## src/rtl/cnn_pkg.sv

```systemverilog
// Shared types and helpers for the CNN frame feeder.
package cnn_pkg;

    typedef enum logic [2:0] {
        IDLE,
        CLEAR,
        RUN,
        FLUSH,
        DRAIN
    } state_t;

    localparam int CNN_HEIGHT = 28;
    localparam int CNN_WIDTH  = 28;
    localparam int PIX_COUNT  = CNN_HEIGHT * CNN_WIDTH;

    // Clamp an accumulator word to an unsigned byte for the next layer.
    function automatic logic [7:0] sat8(input logic [63:0] word);
        return (|word[63:8]) ? 8'hFF : word[7:0];
    endfunction

endpackage

```

## src/rtl/cnn_result_drain.sv

```systemverilog
// Snapshot of the accumulators and a valid/ready stream of the words.
// Optional 8-bit clamping of each word under CNN_FEEDER_SATURATE_EN.
module cnn_result_drain
    import cnn_pkg::*;
#(
    parameter int DWIDTH = 32,
    parameter int DEPTH  = 8
) (
    input  logic                     clk,
    input  logic                     reset,
    input  logic                     load,
    input  logic [DWIDTH*DEPTH-1:0]  acc_in,
    input  logic                     res_ready,
    output logic [DWIDTH-1:0]        res_data,
    output logic                     res_valid,
    output logic                     res_last,
    output logic                     done
);

    localparam int IW = (DEPTH > 1) ? $clog2(DEPTH) : 1;
    localparam logic [IW-1:0] LAST_IDX = IW'(DEPTH - 1);

    logic [DEPTH-1:0][DWIDTH-1:0] snap;
    logic [IW-1:0]                idx;
    logic                         valid;
    logic                         xfer;
    logic                         at_last;
    logic [DWIDTH-1:0]            word;
    logic [DWIDTH-1:0]            out_word;

    // NOTE: the snapshot array is plain storage with no reset; valid gates every output.
    always_ff @(posedge clk) begin
        if (load) begin
            snap <= acc_in;
        end
    end

    always_ff @(posedge clk) begin
        if (reset) begin
            valid <= 1'b0;
            idx   <= '0;
        end else if (load) begin
            valid <= 1'b1;
            idx   <= '0;
        end else if (xfer) begin
            if (at_last) begin
                valid <= 1'b0;
            end else begin
                idx <= idx + 1'b1;
            end
        end
    end

    assign xfer    = valid && res_ready;
    assign at_last = (idx == LAST_IDX);
    assign word    = snap[idx];

`ifdef CNN_FEEDER_SATURATE_EN
    assign out_word = DWIDTH'(sat8(64'(word)));
`else
    assign out_word = word;
`endif

    assign res_data  = valid ? out_word : '0;
    assign res_valid = valid;
    assign res_last  = valid && at_last;
    assign done      = xfer && at_last;

endmodule

```

## src/rtl/cnn_feeder.sv

```systemverilog
// Frame sequencer for cnn_compute: clear, pixel address sweep, flush, drain.
// Define CNN_FEEDER_SATURATE_EN to clamp drained words to 8 bits.
module cnn_feeder
    import cnn_pkg::*;
#(
    parameter int DWIDTH = 32,
    parameter int HEIGHT = CNN_HEIGHT,
    parameter int WIDTH  = CNN_WIDTH,
    parameter int DEPTH  = 8,
    localparam int AWIDTH = $clog2(HEIGHT * WIDTH)
) (
    input  logic                     clk,
    input  logic                     reset,
    input  logic                     start,
    output logic                     busy,
    output logic                     sof,
    output logic                     en,
    output logic [AWIDTH-1:0]        rd_addr,
    input  logic [DWIDTH*DEPTH-1:0]  acc_in,
    output logic [DWIDTH-1:0]        res_data,
    output logic                     res_valid,
    input  logic                     res_ready,
    output logic                     res_last
);

    localparam logic [AWIDTH-1:0] LAST_ADDR = AWIDTH'(HEIGHT * WIDTH - 1);

    state_t            state;
    state_t            state_next;
    logic [AWIDTH-1:0] pix_cnt;
    logic              flush_last;
    logic              load;
    logic              done;

    always_ff @(posedge clk) begin
        if (reset) begin
            state      <= IDLE;
            pix_cnt    <= '0;
            flush_last <= 1'b0;
        end else begin
            state      <= state_next;
            pix_cnt    <= (state == RUN && pix_cnt != LAST_ADDR) ? pix_cnt + 1'b1 : '0;
            flush_last <= (state == FLUSH) && !flush_last;
        end
    end

    // NOTE: every output of this block gets a default first, so no latch can form.
    always_comb begin
        state_next = state;
        busy       = 1'b1;
        sof        = 1'b0;
        en         = 1'b0;
        load       = 1'b0;
        unique case (state)
            IDLE: begin
                busy = 1'b0;
                if (start) state_next = CLEAR;
            end
            CLEAR: begin
                sof        = 1'b1;
                state_next = RUN;
            end
            RUN: begin
                en = 1'b1;
                if (pix_cnt == LAST_ADDR) state_next = FLUSH;
            end
            FLUSH: begin
                if (flush_last) begin
                    load       = 1'b1;
                    state_next = DRAIN;
                end
            end
            DRAIN: begin
                if (done) state_next = IDLE;
            end
            default: state_next = IDLE;
        endcase
    end

    assign rd_addr = pix_cnt;

    cnn_result_drain #(
        .DWIDTH (DWIDTH),
        .DEPTH  (DEPTH)
    ) u_drain (
        .clk       (clk),
        .reset     (reset),
        .load      (load),
        .acc_in    (acc_in),
        .res_ready (res_ready),
        .res_data  (res_data),
        .res_valid (res_valid),
        .res_last  (res_last),
        .done      (done)
    );

endmodule

```

## config.mk

```make
export PLATFORM = sky130hd
export DESIGN_NAME = cnn_feeder
export DESIGN_NICKNAME = d
export VERILOG_FILES = /design/src/rtl/cnn_pkg.sv /design/src/rtl/cnn_result_drain.sv /design/src/rtl/cnn_feeder.sv
export SDC_FILE = /design/constraint.sdc
export NUM_CORES = 1
export LEC_CHECK = 0
export BUFFER_PORTS_ARGS = -buffer_cell sky130_fd_sc_hd__clkbuf_2
export CORE_ASPECT_RATIO = 2
export CORE_MARGIN = 10
export CORE_UTILIZATION = 54
export CTS_BUF_LIST = sky130_fd_sc_hd__clkbuf_8
export DETAILED_ROUTE_END_ITERATION = 10
export GPL_TIMING_DRIVEN = 0
export HOLD_SLACK_MARGIN = 0.08
export PLACE_DENSITY = 0.88
export REMOVE_ABC_BUFFERS = 1
export SYNTH_ARGS = -nofsm -noshare
export SYNTH_HDL_FRONTEND = slang
export SYNTH_HIERARCHICAL = 1
export SYNTH_SLANG_ARGS = --single-unit
```

## constraint.sdc

```tcl
create_clock -name clk -period 13.76 [get_ports clk]
set_input_delay 0.688 -clock clk [delete_from_list [all_inputs] [get_ports clk]]
set_output_delay 0.688 -clock clk [all_outputs]
set_load 0.01 [all_outputs]
```

==> metrics list, run 1 <==
* Number of flops mapped to enable cells by yosys: 256
* Post-CTS Repair Setup Buffers: 0
- Clock skew on the completed layout was measured at 0.0138 ns.
* Tightest Pin Transition: about 0.84 ns
* Setup violation total in the final timing report: 0
- For this run, the total global-route usage over all layers was measured as 21.2%.
* Via count normalized by instance count: roughly 5.6
- The run finished with clean final reports.
- Area of the placeable core: 0.0194 mm²
- Average instance area after synthesis: 19.7 µm²
- Pre-Repair DR Iteration Count: 5
- Entering global routing, the biggest net connects 43 pins.
- Worst relative slew slack: 43.9%
- After synthesis the netlist holds a flip-flop and latch count of between 200 and 300.
- The synthesized netlist occupies a cell area of between 0.01 and 0.015 mm².
- The die covers 0.0261 mm².
- STA puts the critical path data arrival time at 2.91 ns.
- Share of async-settable or async-resettable flops after synthesis: 0%
- Number of different library cells in the post-synthesis netlist: 47
- The number of gates resized after CTS was 0.
- Leading cell types by count after synthesis: 256 x sky130_fd_sc_hd__edfxtp_1, 66 x sky130_fd_sc_hd__mux2i_1, 32 x sky130_fd_sc_hd__a22oi_1, 32 x sky130_fd_sc_hd__mux4_2, 32 x sky130_fd_sc_hd__o211a_1
* Worst hold slack: 0.334 ns
- Initial drt markers: 484
- Synthesis handed over a netlist of ~540 instances.
- Residual DRC count: 0
- STA classifies the critical path startpoint as a flip-flop.
* Routability cong.: between 0.8 and 0.9
* PD cells: about 110 mW/mm²
- Global-route wire length before repair: 41,700 µm
- The H-tree generated during clock tree synthesis spans 2 levels.
- The tool flagged a number of max-cap violations equal to 0.
* Half-perimeter wire length after placement: 20,400 µm
* Maximum clock insertion buffer count: 3
* Fin nets: 1,130
* Clock transition time at the flip-flop clock pins of the worst setup and hold paths: 0.06 ns
* Shortest clock period the worst path allows after layout: 3.60 ns
* Library cell with the largest summed area after synthesis: sky130_fd_sc_hd__edfxtp_1
* Global route overflow: 0
- In the final layout, the multi-input gates occupy 0.00244 mm².
* Worst voltage drop across the vdd grid: 98.2 µV
* Initial cell density of the core: 55.2%
- Total number of placement rows: between 70 and 80
* Slew Viols, Final: 0
* Peak fanout along the critical path: 36
- Flop-to-flop setup slack: 10.93 ns
- In this run the static leakage power is 5.15 nW.
- Counting the buffers created by CTS gives 37.
- After layout, the worst path uses 26.1% of the clock period.
- In the final layout, the share of cells above drive strength 1 is 46.2%.
- During synthesis, Yosys emitted a total of 6 warnings.
- The critical path is of the flip-flop to primary output type.
* Area occupied by registers: 0.00806 mm²
- At the worst endpoint, the required time is 13.07 ns.
- Number of clock sinks: around 270
- In this run the biggest area consumer among cell types represents between 70% and 80% of the synthesized area.
- Once detail routing completed, the nets flagged for antenna violations numbered 0.
- The count of buffers added on input and output ports is 306.
- The worst hold path belongs to the class primary input to flip-flop.
- The number of global-route vias before repair came to 7,199.
- Relative area change from synthesis to final layout: 24.7%
* Setup repair after global routing missed its margin: false
- The initial antenna violation count was 3.
* Sort of element at the end of the critical path: primary output
* Die Ht: 219 µm
- In the final routed layout, each cell accounts on average for 24.1 µm.
- Routed WL: 27,800 µm
- On the critical path, the stage with the largest delay is an instance of sky130_fd_sc_hd__dfxtp_4.
- Width of the die: 119 µm
* Filler Cell Count: 1,225
- Via count: 6,401
- Derived from the worst setup path, the maximum achievable clock frequency is 278 MHz.
* Total of hold buffers inserted after clock tree synthesis: 0
- Endpoints failing hold: 0
- The later pin in the worst-skew pair is clocked with a latency of 0.52 ns.
* Buffer type at the clock tree root: sky130_fd_sc_hd__clkbuf_8
* Leading register cell type out of synthesis: sky130_fd_sc_hd__edfxtp_1
- In this run the count of I/O pins placed on the die edge is 307.
- For this run, the register share of the synthesized area comes to between 70 and 80%.
* Share of the core filled with cells in the final layout: 68.8%
- TritonCTS built the clock tree.
- The signal on the critical path passes through and2_2 -> a22oi_1 -> o211a_1 -> clkbuf_2.
- Critical path's largest stage delay: 0.90 ns
- Most common cell in the synthesized netlist: sky130_fd_sc_hd__edfxtp_1
- By area the synthesized netlist is led by sky130_fd_sc_hd__edfxtp_1 72%, sky130_fd_sc_hd__mux4_2 6.7%, sky130_fd_sc_hd__mux2i_1 6.2%.
## metal layers
metal	vias to the layer above	GRT usage [%]	wire, µm
li1	2897	-	-
met1	3112	20.8	8870
met2	319	40.0	16000
met3	73	4.68	1640
met4	0	11.2	1260
met5	-	0	0
## layout by cell type, fill, tap and decap left out, types with 3 or more instances in the layout
master	count
sky130_fd_sc_hd__nand4_1	3
sky130_fd_sc_hd__diode_2	3
sky130_fd_sc_hd__edfxtp_1	256
sky130_fd_sc_hd__mux2i_1	66
sky130_fd_sc_hd__nor3_1	3
sky130_fd_sc_hd__nor2_1	4
sky130_fd_sc_hd__a31oi_1	3
sky130_fd_sc_hd__inv_1	8
sky130_fd_sc_hd__dfxtp_1	14
sky130_fd_sc_hd__o211a_1	32
sky130_fd_sc_hd__a21oi_2	3
sky130_fd_sc_hd__or3_1	3
sky130_fd_sc_hd__nand3_1	3
sky130_fd_sc_hd__nand2_1	7
sky130_fd_sc_hd__a22oi_1	32
sky130_fd_sc_hd__mux4_2	32
sky130_fd_sc_hd__clkbuf_8	39
sky130_fd_sc_hd__clkinv_2	3
sky130_fd_sc_hd__buf_16	3
sky130_fd_sc_hd__clkbuf_2	306
sky130_fd_sc_hd__ha_1	4
sky130_fd_sc_hd__clkinv_1	14
sky130_fd_sc_hd__buf_12	10
## power breakdown
part           switching (mW)  internal [mW]  leakage (nW)  total [mW]
clock network           0.283          0.280         0.355       0.563
logic                  0.0143         0.0280          2.35      0.0423
registers             0.00137          0.910          2.45       0.912
total                   0.299           1.22          5.15        1.52
## final timing paths
check | startpoint | to | cells after the start
setup / recovery | u_drain/idx[0]$_SDFFE_PP0P_ | res_data[10] | 4
hold / removal | acc_in[250] | u_drain/snap[250]$_DFFE_PP_ | 1
setup reg to reg | state[1]$_SDFFE_PP0P_ | u_drain/snap[238]$_DFFE_PP_ | 7
hold reg to reg | flush_last$_SDFF_PP0_ | flush_last$_SDFF_PP0_ | 1
## metrics by stage
stage	setup slack [ns]	area, µm²	power [mW]	setup TNS, ns	instances
after floorplan	1.28	10500	0.933	0	508
after global placement	-1.97	12300	0.969	-405.12	1073
after detailed placement	10.58	12700	0.972	0	1086
after CTS	10.02	13300	1.53	0	1149
after global routing	9.91	13300	1.57	0	1152
final	10.16	13300	1.52	0	1152
## state kept, by name, summed over array words and instances (netlist names)
register,count
u_drain/snap,256
rd_addr,10
state,3
u_drain/idx,3
flush_last,1
u_drain/res_valid,1
## cell families after synthesis
logic type | synth area share (%)
buffers and inverters | 1.98
and+or+nand+nor | 2.44
muxes | 12.9
adders and majority gates | 0.469
DFF | 75.3
AOI/OAI and AO/OA | 6.69
xor gates and xnor gates | 0.164
## worst max-delay path: cells and delay by family (launching register included)
kind	cells	cell delay (ns)
DFF	1	0.90
buffers and inverters	1	0.13
and+or+nand+nor	1	0.82
AOI/OAI and AO/OA	2	0.47
## final cells by class
cell class	count	area share, %
Tap cell	259	2.43
Sequential cell	274	60.5
Timing Repair Buffer	319	13.6
Clock buffer	39	4.03
Antenna cell	3	0.0564
Clock inverter	24	0.930
Multi-Input combinational cell	230	18.3
Inverter	4	0.113
No activity file was read; power rests on OpenSTA's default activity.
==> run 2: changes to the inputs <==
==> constraint.sdc (replaced) <==
create_clock -name clk -period 3.45 [get_ports clk]
set_input_delay 0.1725 -clock clk [delete_from_list [all_inputs] [get_ports clk]]
set_output_delay 0.1725 -clock clk [all_outputs]
set_load 0.01 [all_outputs]
==> run 2 against run 1 <==
The run now fails in 4_1_cts. Synthesized cell count is the same. Area after synthesis is the same.
==> metrics list, run 2 <==
* Average instance area after synthesis: 19.7 µm² (unchanged)
- The sequential-to-total area share from yosys stat is 75.3% (unchanged).
* Synthesized netlist cell count: 541 (unchanged)
- The main flop type after synthesis was sky130_fd_sc_hd__edfxtp_1 (unchanged).
* Netlist area before placement: 0.0107 mm² (unchanged)
* H-tree Lvls: 2 (unchanged)
- Number of synthesized register bits: 274 (unchanged)
- Last flow stage reached: 4_1_cts
- Leading cell types by total area after synthesis: sky130_fd_sc_hd__edfxtp_1 72%, sky130_fd_sc_hd__mux4_2 6.7%, sky130_fd_sc_hd__mux2i_1 6.2% (unchanged).
* Maximum clock insertion buffer count: 3 (unchanged)
- The area fraction of the dominant cell type after synthesis was 72.0% (unchanged).
- Total of cells resized after clock tree synthesis: 0 (unchanged)
* Number of clock sinks: 274 (unchanged)
- The tool reported: "[ERROR RSZ-0060] Max buffer count reached".
- Run status: aborted with a tool error (was complete, no violations)
* Most common cell in the synthesized netlist: sky130_fd_sc_hd__edfxtp_1 (unchanged)
* CTS Buf Count: 37 (unchanged)
- Half-perimeter wire length after placement: 20,400 µm (unchanged)
* Post-CTS Repair Setup Buffers: 0 (unchanged)
* Leading cell types by count after synthesis: 256 x sky130_fd_sc_hd__edfxtp_1, 66 x sky130_fd_sc_hd__mux2i_1, 32 x sky130_fd_sc_hd__a22oi_1, 32 x sky130_fd_sc_hd__mux4_2, 32 x sky130_fd_sc_hd__o211a_1 (unchanged)
* Number of top-level pins: 307 (unchanged)
- The vertical die dimension was 219 µm (unchanged).
- Buffer type at the clock tree root: sky130_fd_sc_hd__clkbuf_8 (unchanged)
- The number of input and output port buffers inserted is 306 (unchanged).
- Share of async-settable or async-resettable flops after synthesis: 0% (unchanged)
- The number of warnings printed during yosys synthesis was 6 (unchanged).
- Number of different library cells in the post-synthesis netlist: 47 (unchanged)
* Total number of placement rows: 72 (unchanged)
- The die span in x is 119 µm (unchanged).
- Routability cong.: 0.821 (unchanged)
- Initial cell density of the core: 55.2% (unchanged)
- The biggest area consumer among synthesized cells was sky130_fd_sc_hd__edfxtp_1 (unchanged).
- Number of flops mapped to enable cells by yosys: 256 (unchanged)
* Total of hold buffers inserted after clock tree synthesis: 231 (was 0)
-- run 2: cell counts after synthesis --
No cell type changed its count.
-- run 2: kinds of logic after synthesis --
kind of cell    share of synthesized area [%]
flops                                    75.3
mux                                      12.9
compound gates                           6.69
simple gates                             2.44
buf+inv                                  1.98
fa+ha+maj                               0.469
xor+xnor                                0.164
-- run 2: per-stage QoR --
step                util [%]  hold WS [ns]  cell area [µm²]  setup slack [ns]  instances
floorplan                  -         0.245            10500             -9.03        508
global placement        63.7         0.349            12300            -12.28       1073
detailed placement      65.3         0.351            12700             0.627       1086
==> run 3: changes to the inputs <==
--- a/config.mk
+++ b/config.mk
@@ -6,14 +6,11 @@
 export NUM_CORES = 1
 export LEC_CHECK = 0
 export BUFFER_PORTS_ARGS = -buffer_cell sky130_fd_sc_hd__clkbuf_2
-export CORE_ASPECT_RATIO = 2
 export CORE_MARGIN = 10
-export CORE_UTILIZATION = 54
-export CTS_BUF_LIST = sky130_fd_sc_hd__clkbuf_8
+export CORE_UTILIZATION = 40
 export DETAILED_ROUTE_END_ITERATION = 10
 export GPL_TIMING_DRIVEN = 0
-export HOLD_SLACK_MARGIN = 0.08
-export PLACE_DENSITY = 0.88
+export PLACE_DENSITY_LB_ADDON = 0.15
 export REMOVE_ABC_BUFFERS = 1
 export SYNTH_ARGS = -nofsm -noshare
 export SYNTH_HDL_FRONTEND = slang
==> run 3 against run 2 <==
The flow again stops in 4_1_cts. Synthesized cell count stayed put. Area after synthesis stayed put.
==> metrics list, run 3 <==
* Number of different library cells in the post-synthesis netlist: 47 (unchanged)
- Width of the die: 183 µm (was 119 µm)
- Leading cell types by total area after synthesis: sky130_fd_sc_hd__edfxtp_1 72%, sky130_fd_sc_hd__mux4_2 6.7%, sky130_fd_sc_hd__mux2i_1 6.2% (unchanged).
- Number of top-level pins: 307 (unchanged)
* Routability cong.: 0.786 (was 0.821)
- YS warnings: 6 (unchanged)
* Most common cell in the synthesized netlist: sky130_fd_sc_hd__edfxtp_1 (unchanged)
- The area fraction of the dominant cell type after synthesis is 72.0% (unchanged).
- Synthesized netlist cell count: 541 (unchanged)
- Post-CTS Repair Setup Buffers: 0 (unchanged)
- Library cell with the largest summed area after synthesis: sky130_fd_sc_hd__edfxtp_1 (unchanged)
- Number of flops mapped to enable cells by yosys: 256 (unchanged)
- The cell area after synthesis is 0.0107 mm² (unchanged).
- Die Ht: 183 µm (was 219 µm)
- H-tree Lvls: 1 (was 2)
- First error line in the log: [ERROR RSZ-0060] Max buffer count reached. (unchanged)
- The cell at the root of the clock tree is sky130_fd_sc_hd__clkbuf_16 (was sky130_fd_sc_hd__clkbuf_8).
- Last flow stage reached: 4_1_cts (unchanged)
- Average instance area after synthesis: 19.7 µm² (unchanged)
* Maximum clock insertion buffer count: 3 (unchanged)
* Number of synthesized register bits: 274 (unchanged)
* Area of placed instances: 0.0127 mm² (about the same)
- Number of clock sinks: 274 (unchanged)
- Leading cell types by count after synthesis: 256 x sky130_fd_sc_hd__edfxtp_1, 66 x sky130_fd_sc_hd__mux2i_1, 32 x sky130_fd_sc_hd__a22oi_1, 32 x sky130_fd_sc_hd__mux4_2, 32 x sky130_fd_sc_hd__o211a_1 (unchanged)
- Run status: aborted with a tool error (unchanged)
- Total of hold buffers inserted after clock tree synthesis: 244 (was 231)
- Leading register cell type out of synthesis: sky130_fd_sc_hd__edfxtp_1 (unchanged)
* Half-perimeter wire length after placement: 19,600 µm (was 20,400 µm)
- The number of buffers added by the clock tree synthesis step is 30 (was 37).
- Share of async-settable or async-resettable flops after synthesis: 0% (unchanged)
* Total of cells resized after clock tree synthesis: 0 (unchanged)
* Total number of placement rows: 59 (was 72)
- Initial cell density of the core: 40.8% (was 55.2%)
* Register area share after synthesis: 75.3% (unchanged)
- The number of input and output port buffers inserted was 306 (unchanged).
==> run 3: kinds of logic after synthesis <==
kind of cell,share of synthesized area (%)
AOI/OAI and AO/OA,6.69
xor gates and xnor gates,0.164
adders and majority gates,0.469
buffers and inverters,1.98
DFF,75.3
muxes,12.9
and+or+nand+nor,2.44
==> run 3: metrics by stage <==
step,setup WS (ns),TNS (ns),std cells,utilization [%],hold slack [ns]
3_5_place_dp,0.778,0,1161,48.6,0.351
2_1_floorplan,-9.03,-2288.50,508,-,0.245
3_3_place_gp,-12.25,-3177.98,1149,47.5,0.349
